--- config.mk ---
export PLATFORM = sky130hd
export DESIGN_NAME = rvc_asap_5pl_fetch_flat
export DESIGN_NICKNAME = d
export VERILOG_FILES = /design/src/rtl/rvc_asap_5pl_fetch_if.sv /design/src/rtl/rvc_asap_5pl_fetch.sv /design/src/flat_wrapper.sv
export SDC_FILE = /design/constraint.sdc
export NUM_CORES = 1
export LEC_CHECK = 0
export BUFFER_PORTS_ARGS = -buffer_cell sky130_fd_sc_hd__buf_2
export CAP_MARGIN = 0
export CORE_MARGIN = 1
export CORE_UTILIZATION = 34
export CTS_CLUSTER_DIAMETER = 80
export DETAILED_ROUTE_END_ITERATION = 7
export PLACE_DENSITY = 0.61
export SYNTH_ARGS = -nofsm -noshare
export SYNTH_HDL_FRONTEND = slang
export SYNTH_SLANG_ARGS = --single-unit
export TNS_END_PERCENT = 5
--- constraint.sdc ---
create_clock -name Clock -period 3.7 [get_ports Clock]
set_input_delay 0.555 -clock Clock [delete_from_list [all_inputs] [get_ports Clock]]
set_output_delay 0.555 -clock Clock [all_outputs]
set_load 0.01 [all_outputs]
--- src/rtl/rvc_asap_5pl_fetch_if.sv ---
// rvc_asap_5pl_fetch_if: stall/redirect/I_MEM inputs and decode-facing outputs of the fetch stage.
// Revision: 1.0
`default_nettype none

interface rvc_asap_5pl_fetch_if;
  logic        StallQ101H;
  logic        RedirectQ102H;
  logic [31:0] RedirectPcQ102H;
  logic [31:0] ImemRdDataQ101H;
  logic [31:0] Pc;
  logic [31:0] PcQ101H;
  logic [31:0] PcPlus4Q101H;
  logic [31:0] InstQ101H;
  logic        ValidQ101H;
  logic        MisalignErr;
  logic [31:0] FetchCnt;

  modport master (
    output StallQ101H, RedirectQ102H, RedirectPcQ102H, ImemRdDataQ101H,
    input  Pc, PcQ101H, PcPlus4Q101H, InstQ101H, ValidQ101H, MisalignErr, FetchCnt
  );

  modport slave (
    input  StallQ101H, RedirectQ102H, RedirectPcQ102H, ImemRdDataQ101H,
    output Pc, PcQ101H, PcPlus4Q101H, InstQ101H, ValidQ101H, MisalignErr, FetchCnt
  );
endinterface

`default_nettype wire

--- src/rtl/rvc_asap_5pl_fetch.sv ---
// rvc_asap_5pl_fetch: Q100H/Q101H fetch front end with PC, stall replay and redirect bubbles.
// Revision: 1.0
`default_nettype none

module rvc_asap_5pl_fetch #(
  parameter logic [31:0] RESET_PC = 32'h0000_0000,
  parameter logic [31:0] NOP_INST = 32'h0000_0013
) (
  input  logic                    Clock,
  input  logic                    Rst,
  rvc_asap_5pl_fetch_if.slave     bus
);

  logic [31:0] r_pc;
  logic [31:0] r_pc_q101;
  logic [31:0] r_hold;
  logic        r_replay_sel;
  logic        r_kill_next;
  logic        r_misalign;
  logic [31:0] r_fetch_cnt;

  logic [31:0] w_raw;
  logic        w_valid;

  // During a stall I_MEM already returns the next word, so replay the captured one.
  assign w_raw   = r_replay_sel ? r_hold : bus.ImemRdDataQ101H;
  assign w_valid = !r_kill_next && !bus.RedirectQ102H;

  always_ff @(posedge Clock) begin
    if (Rst) begin
      r_pc         <= RESET_PC;
      r_pc_q101    <= RESET_PC;
      r_hold       <= NOP_INST;
      r_replay_sel <= 1'b0;
      r_kill_next  <= 1'b1;
      r_misalign   <= 1'b0;
      r_fetch_cnt  <= 32'd0;
    end else begin
      if (bus.RedirectQ102H)
        r_pc <= {bus.RedirectPcQ102H[31:2], 2'b00};
      else if (!bus.StallQ101H)
        r_pc <= r_pc + 32'd4;

      if (!bus.StallQ101H || bus.RedirectQ102H)
        r_pc_q101 <= r_pc;

      if (!r_replay_sel)
        r_hold <= w_raw;

      r_replay_sel <= bus.StallQ101H && !bus.RedirectQ102H;
      r_kill_next  <= bus.RedirectQ102H;

      if (bus.RedirectQ102H && (bus.RedirectPcQ102H[1:0] != 2'b00))
        r_misalign <= 1'b1;

      if (w_valid && !bus.StallQ101H)
        r_fetch_cnt <= r_fetch_cnt + 32'd1;
    end
  end

  assign bus.Pc           = r_pc;
  assign bus.PcQ101H      = r_pc_q101;
  assign bus.PcPlus4Q101H = r_pc_q101 + 32'd4;
  assign bus.ValidQ101H   = w_valid;
  assign bus.InstQ101H    = w_valid ? w_raw : NOP_INST;
  assign bus.MisalignErr  = r_misalign;
  assign bus.FetchCnt     = r_fetch_cnt;

endmodule

`default_nettype wire

--- src/flat_wrapper.sv ---
// flat-port wrapper written by rule: the top's interface ports become plain ports
module rvc_asap_5pl_fetch_flat 
#(
  parameter logic [31:0] RESET_PC = 32'h0000_0000,
  parameter logic [31:0] NOP_INST = 32'h0000_0013
)
  (Clock, Rst, bus_StallQ101H, bus_RedirectQ102H, bus_RedirectPcQ102H, bus_ImemRdDataQ101H, bus_Pc, bus_PcQ101H, bus_PcPlus4Q101H, bus_InstQ101H, bus_ValidQ101H, bus_MisalignErr, bus_FetchCnt);
  rvc_asap_5pl_fetch_if bus_i ();
  input  logic Clock;
  input  logic Rst;
  input wire logic [$bits(bus_i.StallQ101H)-1:0] bus_StallQ101H;
  input wire logic [$bits(bus_i.RedirectQ102H)-1:0] bus_RedirectQ102H;
  input wire logic [$bits(bus_i.RedirectPcQ102H)-1:0] bus_RedirectPcQ102H;
  input wire logic [$bits(bus_i.ImemRdDataQ101H)-1:0] bus_ImemRdDataQ101H;
  output wire logic [$bits(bus_i.Pc)-1:0] bus_Pc;
  output wire logic [$bits(bus_i.PcQ101H)-1:0] bus_PcQ101H;
  output wire logic [$bits(bus_i.PcPlus4Q101H)-1:0] bus_PcPlus4Q101H;
  output wire logic [$bits(bus_i.InstQ101H)-1:0] bus_InstQ101H;
  output wire logic [$bits(bus_i.ValidQ101H)-1:0] bus_ValidQ101H;
  output wire logic [$bits(bus_i.MisalignErr)-1:0] bus_MisalignErr;
  output wire logic [$bits(bus_i.FetchCnt)-1:0] bus_FetchCnt;
  assign bus_i.StallQ101H = bus_StallQ101H;
  assign bus_i.RedirectQ102H = bus_RedirectQ102H;
  assign bus_i.RedirectPcQ102H = bus_RedirectPcQ102H;
  assign bus_i.ImemRdDataQ101H = bus_ImemRdDataQ101H;
  assign bus_Pc = bus_i.Pc;
  assign bus_PcQ101H = bus_i.PcQ101H;
  assign bus_PcPlus4Q101H = bus_i.PcPlus4Q101H;
  assign bus_InstQ101H = bus_i.InstQ101H;
  assign bus_ValidQ101H = bus_i.ValidQ101H;
  assign bus_MisalignErr = bus_i.MisalignErr;
  assign bus_FetchCnt = bus_i.FetchCnt;
  rvc_asap_5pl_fetch #(.RESET_PC(RESET_PC), .NOP_INST(NOP_INST)) u_core (.Clock(Clock), .Rst(Rst), .bus(bus_i));
endmodule
# [After elaboration in Yosys (flattened, before gate mapping)]
# Index checks and enable logic that the tools add are counted.
[word_totals] register_bits=131 latchBits=0 mem_bits_rw=0 mem_bits_ro=0 in_bits=68 memories=0
[op_classes] n_addsub=3 n_mul=0 div_mod_pow=0 n_lt_le_gt_ge=0 n_eq_ne=1 n_shift=0 muxes=4 n_bitwise=0 reduce_logical=10
[op_table] cell="two-way mux 32 bit" count=4
[op_table] cell="adder 32 x 3 -> 32 bit, second input constant" count=2
[op_table] cell="adder 32 x 1 -> 32 bit, second input constant" count=1
[op_table] cell="logical AND 1 bit" count=4
[op_table] cell="logical NOT 1 bit" count=3
[op_table] cell="inequality test 2 x 1 -> 1 bit, second input constant" count=1
[op_table] cell="nonzero test 2 bit" count=1
[op_table] cell="OR reduction 2 bit" count=1
[op_table] cell="logical OR 1 bit" count=1

# [Longest topological paths before layout]
[depth] word_depth=3 depth_mapped=7 ltp_nobuf=6

# [Worst setup path after synthesis]
# No wires, ideal clock.
[synth_path] path_kind="reg2out" from="register u_core.r_pc_q101[2] (netlist: u_core.bus.PcQ101H[2])" to="output bus_PcPlus4Q101H[26]" arrival_ps=1976 required_time_ps=3145 slack_ps=1169 stages_incl_launch_ff=7 n_path_buf=0 cell_sequence="dfxtp_1 ha_1 nand3_1 or2_2 nor4_1 nand4_1 xnor2_1"
[synth_between] elab_chain_cells=1
[synth_lines] item="start: declaration" line_no="rvc_asap_5pl_fetch.sv:15" text="logic [31:0] r_pc_q101;"
[synth_lines] item="start signal: assignment" line_no="rvc_asap_5pl_fetch.sv:45" text="r_pc_q101 <= r_pc;"
[synth_lines] item="adder 32 x 3 -> 32 bit" line_no="rvc_asap_5pl_fetch.sv:63" text="assign bus.PcPlus4Q101H = r_pc_q101 + 32'd4;"
[synth_lines] item="end: declaration" line_no="flat_wrapper.sv:17" text="output wire logic [$bits(bus_i.PcPlus4Q101H)-1:0] bus_PcPlus4Q101H;"
# No other way between the ends.

# [Worst setup path in the final report]
# Same ends and word-level chain as after synthesis.

==> results.md <==
* Status: finished clean
* Seq pwr share at 0.421
* Sw power at 854.0 uW
* TritonRoute pass-1 iters at 5
* Final Power at 3.572 mW
* Fmax at 318.6 MHz
* CTS tree: yes
* DRT iter0 DRCs at 274
* Flops & latches, synth at 127
* Die area at 18270 sq um
* Slew headroom at 0.3268
* Commonest non-fill, non-tap cell in the layout: buf_2
* Fillers at 1789
* Synth-to-Final Area Change at 31.20%
* Leak pwr at 3.516 nW
* Post-CTS sizing at 0
* P_int at 2.717 mW
* Crit path max-delay family: simple AND/OR/NAND/NOR gates
* CP Max Fanout at 6
* Fin crit share at 0.8483
* Sw frac at 0.2391
* Power share of the combinational group at 0.085
* Vias in the first global route at 5256
* Clk_skew at 5.503 ps
* Port buffer count at 223
* Fin. Hold Viols at 0
* Mapped Avg Cell Area at 8.247 sq um
* Postcts setup bufs at 0
* Final ANT Viol Nets at 0
* Most frequent cells in the layout: buf_2, dfxtp_1, nor2_1, nand2_1, xnor2_1
* Hold-fix buffers at CTS at 0
* Final #Nets at 1009
* Clk pin slew, worst setup/hold paths at 60 ps
* Tightest Hold Check Type: in2reg
* Hpwl dp at 11.76 mm
* Aggregate global routing overflow at 0
* Gpl congestion at 0.8040
* Number of vias per cell at 4.788
* Critical Path Max Stage Delay at 450 ps
* Register area share after synthesis at 0.4218
* Clock tree buffer depth at 2
* Fin crit period at 3139 ps
* Worst-margin pin slew at 1007 ps
* First-pass GRT wire length at 26.32 mm
* Worst-Skew Late Latency at 410 ps
* Synth Flop Type: dfxtp_1
* Post-synth EDFFs at 0
* Final setup margin at 561.2 ps
* Top cell type's share of synthesized area at 0.4218
* Overall global routing resource usage at 0.1823
* Startpoint types: flip-flop
* Root buffer cell: clkbuf_16
* Die Y at 135.2 um
* PD cells at 451.6 nW/um^2
* Synth top area cells: dfxtp_1, nor2_1, nand2_1
* Vias at 5631
* Post-Syn Area at 6028 sq um
* Critical Setup Path Class: reg2out
* Max_cap viols at 0
* Pins over their slew limit at 0
* Clock Sinks at 127
* Largest net degree at the start of global routing at 73
* CP Buf/Inv Count at 2
* Peak VDD IR at 0.0002894 V
* H-tree depth at 4
* Initial antenna violation count at 1
* Share of synthesized registers carrying an async set or reset at 0
* Req. time, crit path at 3140 ps
* Final WL at 16.61 mm
* Area leader, netlist: dfxtp_1
* Synthesized instance count at 731
* Crit. End Element: output port
* Placement Setup Slack at 1006 ps
* Share of cells above drive strength 1 at 0.2916
* DRC at 0
* Worst path cell trace: ha_1 -> nand3_1 -> or2_2 -> nor4_1 -> buf_4 -> nand4_1 -> xnor2_1 -> buf_2
* Synth unique cells at 47
* CTS Buf Count at 17
* Starting Density at 0.3485
* Setup TNS at 0 ps
* # rows at 48
* WP data arrival at 2580 ps
* Synthesis Warnings at 0
* I/O pin cnt at 230
* Clock power share at 0.494
* Die width at 135.2 um
* Final setup violation count at 0
* RSZ-0062 raised after global routing: no
* Crit-path slowest cell: nor4_1
* Total core area at 17300 sq um
* WL per Instance at 14.13 um
## worst reg2reg max path: stages, from the launching register on
cell      delay (ps)
dfxtp_1          650
nand3b_4         120
nor3_2           400
nand3_1          210
or4_1            430
a311oi_1         260
## per-stage QoR
step | hold WS (ps) | std cells | cell area, sq um | util
2_1_floorplan | 446.5 | 736 | 6047 | -
3_3_place_gp | 435.6 | 1144 | 7286 | 0.4212
3_5_place_dp | 450.6 | 1144 | 7286 | 0.4212
4_1_cts | 357.7 | 1175 | 7906 | 0.4571
5_1_grt | 385.8 | 1175 | 7906 | 0.4571
6_report | 374.7 | 1176 | 7909 | 0.4572
## power by group through the flow
stage | logic, mW | registers (mW) | clock network [mW]
after CTS | 0.307 | 1.50 | 1.80
final | 0.303 | 1.50 | 1.77
after global routing | 0.340 | 1.51 | 1.86
after detailed placement | 0.306 | 1.53 | 0
after global placement | 0.303 | 1.53 | 0
after floorplan | 0.180 | 1.52 | 0
## logic make-up (layout without fill, tap and decap cells)
kind of cell | count (synthesis) | after routing | synth area share
DFF | 127 | 127 | 0.4218
xor gates and xnor gates | 83 | 83 | 0.1206
buffers and inverters | 58 | 272 | 0.04296
adders and majority gates | 3 | 3 | 0.006227
other | 1 | 7 | 0.0006221
muxes | 38 | 38 | 0.06310
AOI/OAI and AO/OA | 66 | 66 | 0.06352
and+or+nand+nor | 355 | 355 | 0.2812
## Yosys cell counts, types with 2 or more instances
master    number
nor2_1       126
buf_1          5
xor2_1        39
a211oi_1      12
buf_4          7
and3_1         9
nand4_1       37
nor3_2         2
dfxtp_1      127
or2_2          5
nand2_1      108
ha_1           3
mux2i_1       38
buf_2          4
and2_1         2
or3_1          3
nor3_1         7
nor4_1         3
nand3_1       26
a311oi_1       3
xnor2_1       44
clkbuf_1      30
a21oi_1       43
nand2b_1       4
o21ai_0        4
or4_1          2
inv_1         10
and4_1         9
## flip-flops by register name, summed over array words and instances, names as in the netlist
| signal | cells |
|---|---|
| u_core.bus.FetchCnt | 32 |
| u_core.r_replay_sel | 1 |
| u_core.bus.Pc | 30 |
| u_core.bus.PcQ101H | 30 |
| u_core.bus.MisalignErr | 1 |
| u_core.r_hold | 32 |
| u_core.r_kill_next | 1 |
## layer usage
metal  track usage  wire [um]
met1        0.2381       7853
met5             0          0
met3       0.05312       1060
met4       0.05618        177
met2        0.2886       7519
## worst paths after layout
kind	end	from	slack, ps	depth (start not counted)
max	bus_PcPlus4Q101H[26]	u_core.bus.PcQ101H[2]$_SDFFE_PP0N_	560	8
min	u_core.bus.Pc[3]$_SDFFE_PP0N_	bus_RedirectPcQ102H[3]	370	3
max reg2reg	u_core.bus.Pc[29]$_SDFFE_PP0N_	u_core.bus.Pc[8]$_SDFFE_PP0N_	1540	5
min reg2reg	u_core.bus.MisalignErr$_SDFFE_PP0P_	u_core.bus.MisalignErr$_SDFFE_PP0P_	450	2
## cell type report
| cell class | instances | area [sq um] | share of cell area |
|---|---|---|---|
| well taps | 225 | 281.5 | 0.03560 |
| clock buffers | 20 | 456.7 | 0.05774 |
| diodes | 1 | 2.502 | 0.0003164 |
| clock inverters | 11 | 163.9 | 0.02072 |
| repair buffers | 230 | 1171 | 0.1481 |
| multi-input cells | 551 | 3248 | 0.4107 |
| inverters | 11 | 41.29 | 0.005221 |
| flip-flops and latches | 127 | 2544 | 0.3216 |
Note: power is estimated with default switching activity, not from simulation.
